<file path="config.mk">
export PLATFORM = sky130hd
export DESIGN_NAME = ibex_cx_stacker
export DESIGN_NICKNAME = d
export VERILOG_FILES = /design/src/rtl/ibex_cx_stacker.sv
export SDC_FILE = /design/constraint.sdc
export NUM_CORES = 2
export LEC_CHECK = 0
export ABC_CLOCK_PERIOD_IN_PS = 5080
export CELL_PAD_IN_SITES_DETAIL_PLACEMENT = 2
export CELL_PAD_IN_SITES_GLOBAL_PLACEMENT = 2
export CORE_ASPECT_RATIO = 1.4
export CORE_MARGIN = 1.5
export CORE_UTILIZATION = 31
export CTS_CLUSTER_SIZE = 12
export DETAILED_ROUTE_END_ITERATION = 8
export PLACE_DENSITY = 0.78
export SETUP_SLACK_MARGIN = 0.15
export SLEW_MARGIN = 20
export SYNTH_ARGS = -nofsm -noshare
export SYNTH_HDL_FRONTEND = slang
export SYNTH_SLANG_ARGS = --single-unit
</file>
<file path="constraint.sdc">
create_clock -name clk_i -period 5.08 [get_ports clk_i]
set_input_delay 0.508 -clock clk_i [delete_from_list [all_inputs] [get_ports clk_i]]
set_output_delay 0.508 -clock clk_i [all_outputs]
set_load 0.1 [all_outputs]
</file>
<file path="src/rtl/ibex_cx_stacker.sv">
// ibex_cx_stacker
// Context save/restore engine for fast interrupt entry and exit.
// A save copies the 15-word cx_store_i snapshot to the stack, one word per
// memory transaction, at ascending addresses starting at sp_i - 4*NumRegs.
// A restore reads 15 words starting at sp_i and hands them to the register
// file as one vector on cx_restore_o, qualified by a single-cycle
// cx_restore_valid_o pulse.
//
// Ports
//   clk_i, rst_i            clock, synchronous active-high reset
//   save_req_i              start a save (IDLE only, wins over restore)
//   restore_req_i           start a restore (IDLE only)
//   sp_i                    stack pointer in the request cycle
//   cx_store_i              register snapshot, word k = [32k +: 32]
//   cx_restore_o            restored context
//   cx_restore_valid_o      register file load strobe
//   busy_o, done_o, err_o   status; err_o pulses with done_o on a bus error
//   data_*                  data-memory port, one outstanding transaction
//
// state  | meaning
// IDLE   | waiting for save_req_i / restore_req_i
// REQ    | request for word k on the bus, held until data_gnt_i
// WAIT   | granted, waiting for data_rvalid_i
// DONE   | one-cycle completion, done_o / err_o / cx_restore_valid_o
module ibex_cx_stacker #(
    parameter int  DataWidth = 32,
    parameter int  NumRegs   = 15,
    localparam int CxIfWidth = DataWidth * NumRegs
) (
    input  logic                 clk_i,
    input  logic                 rst_i,
    input  logic                 save_req_i,
    input  logic                 restore_req_i,
    input  logic [31:0]          sp_i,
    input  logic [CxIfWidth-1:0] cx_store_i,
    output logic [CxIfWidth-1:0] cx_restore_o,
    output logic                 cx_restore_valid_o,
    output logic                 busy_o,
    output logic                 done_o,
    output logic                 err_o,
    output logic                 data_req_o,
    input  logic                 data_gnt_i,
    output logic                 data_we_o,
    output logic [31:0]          data_addr_o,
    output logic [3:0]           data_be_o,
    output logic [31:0]          data_wdata_o,
    input  logic                 data_rvalid_i,
    input  logic [31:0]          data_rdata_i,
    input  logic                 data_err_i
);

    localparam int CntW = $clog2(NumRegs);

    typedef enum logic [1:0] {
        S_IDLE,
        S_REQ,
        S_WAIT,
        S_DONE
    } state_t;

    state_t                               r_state;
    state_t                               w_state_nxt;
    logic                                 r_op_save;
    logic                                 r_err;
    logic [31:0]                          r_base;
    logic [CntW-1:0]                      r_k;
    logic [NumRegs-1:0][DataWidth-1:0]    r_store;
    logic [NumRegs-1:0][DataWidth-1:0]    r_stage;
    logic [NumRegs-1:0][DataWidth-1:0]    r_restore;
    logic                                 w_last;
    logic                                 w_restore_valid;
    logic [31:0]                          w_addr;

    assign w_last = (r_k == CntW'(NumRegs - 1));
    assign w_addr = r_base + (32'(r_k) << 2);
    assign w_restore_valid = (r_state == S_DONE) && !r_op_save && !r_err;

    always_ff @(posedge clk_i) begin
        if (rst_i) begin
            r_state <= S_IDLE;
        end else begin
            r_state <= w_state_nxt;
        end
    end

    always_comb begin
        w_state_nxt = r_state;
        case (r_state)
            S_IDLE: begin
                if (save_req_i || restore_req_i) begin
                    w_state_nxt = S_REQ;
                end
            end
            S_REQ: begin
                if (data_gnt_i) begin
                    w_state_nxt = S_WAIT;
                end
            end
            S_WAIT: begin
                if (data_rvalid_i) begin
                    // an error response ends the operation early
                    if (data_err_i || w_last) begin
                        w_state_nxt = S_DONE;
                    end else begin
                        w_state_nxt = S_REQ;
                    end
                end
            end
            S_DONE: begin
                w_state_nxt = S_IDLE;
            end
            default: begin
                w_state_nxt = S_IDLE;
            end
        endcase
    end

    always_ff @(posedge clk_i) begin
        if (rst_i) begin
            r_op_save <= 1'b0;
            r_err     <= 1'b0;
            r_base    <= '0;
            r_k       <= '0;
            r_store   <= '0;
            r_stage   <= '0;
            r_restore <= '0;
        end else begin
            case (r_state)
                S_IDLE: begin
                    if (save_req_i) begin
                        r_op_save <= 1'b1;
                        r_base    <= sp_i - 32'(4 * NumRegs);
                        r_store   <= cx_store_i;
                    end else if (restore_req_i) begin
                        r_op_save <= 1'b0;
                        r_base    <= sp_i;
                    end
                end
                S_WAIT: begin
                    if (data_rvalid_i) begin
                        if (data_err_i) begin
                            r_err <= 1'b1;
                        end else begin
                            if (!r_op_save) begin
                                r_stage[r_k] <= data_rdata_i;
                            end
                            if (!w_last) begin
                                r_k <= r_k + CntW'(1);
                            end
                        end
                    end
                end
                S_DONE: begin
                    // staging only becomes visible context after a clean restore
                    if (w_restore_valid) begin
                        r_restore <= r_stage;
                    end
                    r_k   <= '0;
                    r_err <= 1'b0;
                end
                default: ;
            endcase
        end
    end

    always_comb begin
        data_req_o         = 1'b0;
        data_we_o          = 1'b0;
        data_addr_o        = '0;
        data_be_o          = '0;
        data_wdata_o       = '0;
        busy_o             = (r_state != S_IDLE);
        done_o             = 1'b0;
        err_o              = 1'b0;
        cx_restore_valid_o = 1'b0;
        // during the load strobe the freshly staged words are presented directly
        cx_restore_o       = w_restore_valid ? r_stage : r_restore;
        case (r_state)
            S_REQ: begin
                data_req_o  = 1'b1;
                data_we_o   = r_op_save;
                data_addr_o = w_addr;
                data_be_o   = 4'hF;
                if (r_op_save) begin
                    data_wdata_o = r_store[r_k];
                end
            end
            S_DONE: begin
                done_o             = 1'b1;
                err_o              = r_err;
                cx_restore_valid_o = w_restore_valid;
            end
            default: ;
        endcase
    end

endmodule

</file>
==> impl_metrics.tcl <==
set metrics [dict create \
    layout_min_cycle_time_ns 4.75 \
    layout.cells.non_filler 9979 \
    grt-ovfl-total 0 \
    clockBufferDepth 3 \
    setup-tns-final_ns 0 \
    synth_top_family_by_area "simple AND/OR/NAND/NOR gates" \
    hold_buffers 0 \
    clkLatencyLatePin_ns 0.84 \
    clkTransAtPathRegs_ns 0.06 \
    place.port_buffers 1104 \
    critical_path_class "flop to output pin" \
    grt-busiest-layer "met2" \
    viasPerCell 5.25 \
    syn_nets 7053 \
    grt_pass1_wl_um 420000 \
    crit_path_start_kind "flop" \
    antenna_found_initial 81 \
    slew_viol_final 0 \
    hold_viol 0 \
    ys_ff_latch 1480 \
    grt_use_met2_pct 50.7 \
    antenna_left 0 \
    utilization_pct 43.1 \
    cp.required_ns 4.57 \
    dp_hpwl_um 211000 \
    synthArstFlopShare_pct 0 \
    wl_per_cell_um 29.9 \
    first_pass_iters 5 \
    syn_area_per_cell_um2 8.93 \
    netlist_area_um2 58000 \
    cts_root_buffer "clkbuf_16" \
    synth-main-ff-cell "dfxtp_1" \
    worst_ep_arrival_time_ns 4.24 \
    clock_skew_ns 0.0455 \
    synth-xor-area-share_pct 0.710 \
    drt_iter0_drc 3320 \
    io-pin-count 1105 \
    ir_drop_uv 293 \
    slew_headroom_pct 20.9 \
    cap_violations 0 \
    core_um2 186000 \
    start_util_pct 31.2 \
    place_area_um2 74400 \
    grt_start_max_net_pins 167 \
    htree_levels 4 \
    cts_tree "built" \
    die_w_um 369 \
    post_cts_resized 0 \
    place.gp.congestion 0.888 \
    numClockSinks 1480 \
    rsz0062_at_grt "false" \
    final.setup.worst_slack_ns 0.329 \
    drive_above_1_share_pct 19.9 \
    num_vias 52400 \
    rows 187 \
    power_density_nw_per_um2 333 \
    synth_compound_area_share_pct 10.1 \
    wl_um 299000 \
    endpoint_kind "output pin" \
    drc_errors 0 \
    grt_pass1_vias 57100 \
    synth_seq_area_share_pct 51.1 \
    yosys.area_share.adder_pct 0.229 \
    design_area_um2 79900 \
    path_max_fanout 55 \
    finalSetupViolCount 0 \
    fmax_ghz 0.210 \
    grt_use_total_pct 30.5 \
    met3_usage_pct 7.37 \
    use_met1_pct 35.3 \
    cts_inserted_buffers 159 \
    synthMuxAreaShare_pct 14.2 \
    yosysUniqueCellTypes 53 \
    post-cts-setup-buffer-count 0 \
    period_share_pct 93.5 \
    dp_slack_ns 1.07 \
    dp.cells 9663 \
    synth-edff-count 0 \
    fin_nets 7928 \
    status "complete, no violations" \
    synth_cells 6492 \
    synth-warning-count 0 \
    p_total_mw 26.6 \
    yosys.area_share.simple_pct 20.0 \
    die_area_um2 190000 \
    die_h_um 515 \
    hold-worst-slack_ns 0.169 \
    syn2layout_area_growth_pct 37.8 \
    worst_pin_slew_ns 1.18 \
    hp-class "input port to flop" \
    power_leakage_nw 29.5 \
]
-- sequential cells by signal, summed over array words and instances, names as in the netlist --
name	flops
r_store	480
r_restore	480
r_stage	480
r_op_save	1
r_base	32
r_k	4
r_err	1
r_state	2
-- power breakdown --
part | internal [mW] | leakage, nW | switching (mW)
Clock | 6.66 | 2.58 | 5.29
Sequential | 11.9 | 12.0 | 0.230
Combinational | 0.879 | 14.9 | 1.64
Total | 19.5 | 29.5 | 7.17
-- worst paths after layout --
kind,startpoint,to,slack [ns],cells after the start
setup / recovery,r_state[1],cx_restore_o[124],0.33,7
hold / removal,rst_i,r_restore[388],0.17,2
setup reg to reg,r_state[1],r_restore[82],1.53,7
hold reg to reg,r_store[84],r_store[84],0.45,2
-- cells by family (layout without fill, tap and decap cells) --
logic type | Yosys count | after routing
AND/OR/NAND/NOR | 2662 | 2662
XOR/XNOR | 47 | 47
AO/OA/AOI/OAI | 1121 | 1121
flip-flops | 1480 | 1480
buffers and inverters | 530 | 1518
other | 0 | 42
multiplexers | 642 | 642
adder cells (fa/ha/maj) | 10 | 10
-- cell type report --
type / instances / area (um2)
fillers: 19500 / 106000
flip-flops and latches: 1480 / 29600
multi-input cells: 4482 / 26400
repair buffers: 1233 / 15400
clock buffers: 231 / 4650
well taps: 2457 / 3070
clock inverters: 43 / 629
diodes: 42 / 105
inverters: 11 / 41.3
-- placed cells by master (no fill, tap or decap), drive strengths merged, types with 10 or more instances in the layout --
| master | netlist | routed |
|---|---|---|
| nand2 | 1987 | 1987 |
| clkinv | 0 | 31 |
| nand4 | 16 | 16 |
| o21ai | 43 | 43 |
| o22ai | 32 | 32 |
| nor4 | 10 | 10 |
| dfxtp | 1480 | 1480 |
| xnor2 | 22 | 22 |
| buf | 93 | 618 |
| nor3 | 11 | 11 |
| inv | 11 | 16 |
| clkbuf | 426 | 231 |
| nand3 | 22 | 22 |
| o211ai | 32 | 32 |
| nor2b | 483 | 483 |
| clkdlybuf4s50 | 0 | 584 |
| mux4 | 96 | 96 |
| a211oi | 29 | 29 |
| dlymetal6s2s | 0 | 31 |
| or3 | 15 | 15 |
| mux2 | 480 | 480 |
| diode | 0 | 42 |
| nor2 | 84 | 84 |
| mux2i | 66 | 66 |
| xor2 | 25 | 25 |
| a21oi | 976 | 976 |
-- synthesized netlist by cell type (7+ instances only) --
cell type	instances	share of area, %
nor2b_1	483	5.2
and3_1	7	0.076
nand4_1	16	0.17
nor2_1	84	0.54
nand3_1	20	0.17
nand2_1	1987	13
xor2_1	25	0.38
ha_1	9	0.19
mux2i_1	66	1.1
dfxtp_1	1480	51
xnor2_1	22	0.33
a21oi_1	976	8.4
a211oi_1	20	0.26
a211oi_2	9	0.19
o21ai_0	43	0.37
o211ai_1	32	0.41
buf_2	65	0.56
o22ai_1	32	0.35
or3_1	14	0.15
buf_1	21	0.14
nor3_1	11	0.095
mux4_2	96	3.7
inv_1	11	0.071
clkbuf_1	426	2.8
mux2_2	480	9.3
-- critical path, stage by stage (launching register included) --
cell and delay [ns]:
dfxtp_1 0.55, nand2_1 0.20, nor3_2 0.53, buf_12 0.39, buf_6 0.46, buf_4 0.52, mux2_2 0.44, buf_12 0.18
-- metal layers --
layer / part of all wire, % / up-vias
li1: - / 23200
met1: 39 / 26700
met2: 47 / 1882
met3: 6.9 / 571
met4: 6.8 / 46
met5: 0.099 / -
Note: power is estimated with default switching activity, not from simulation.
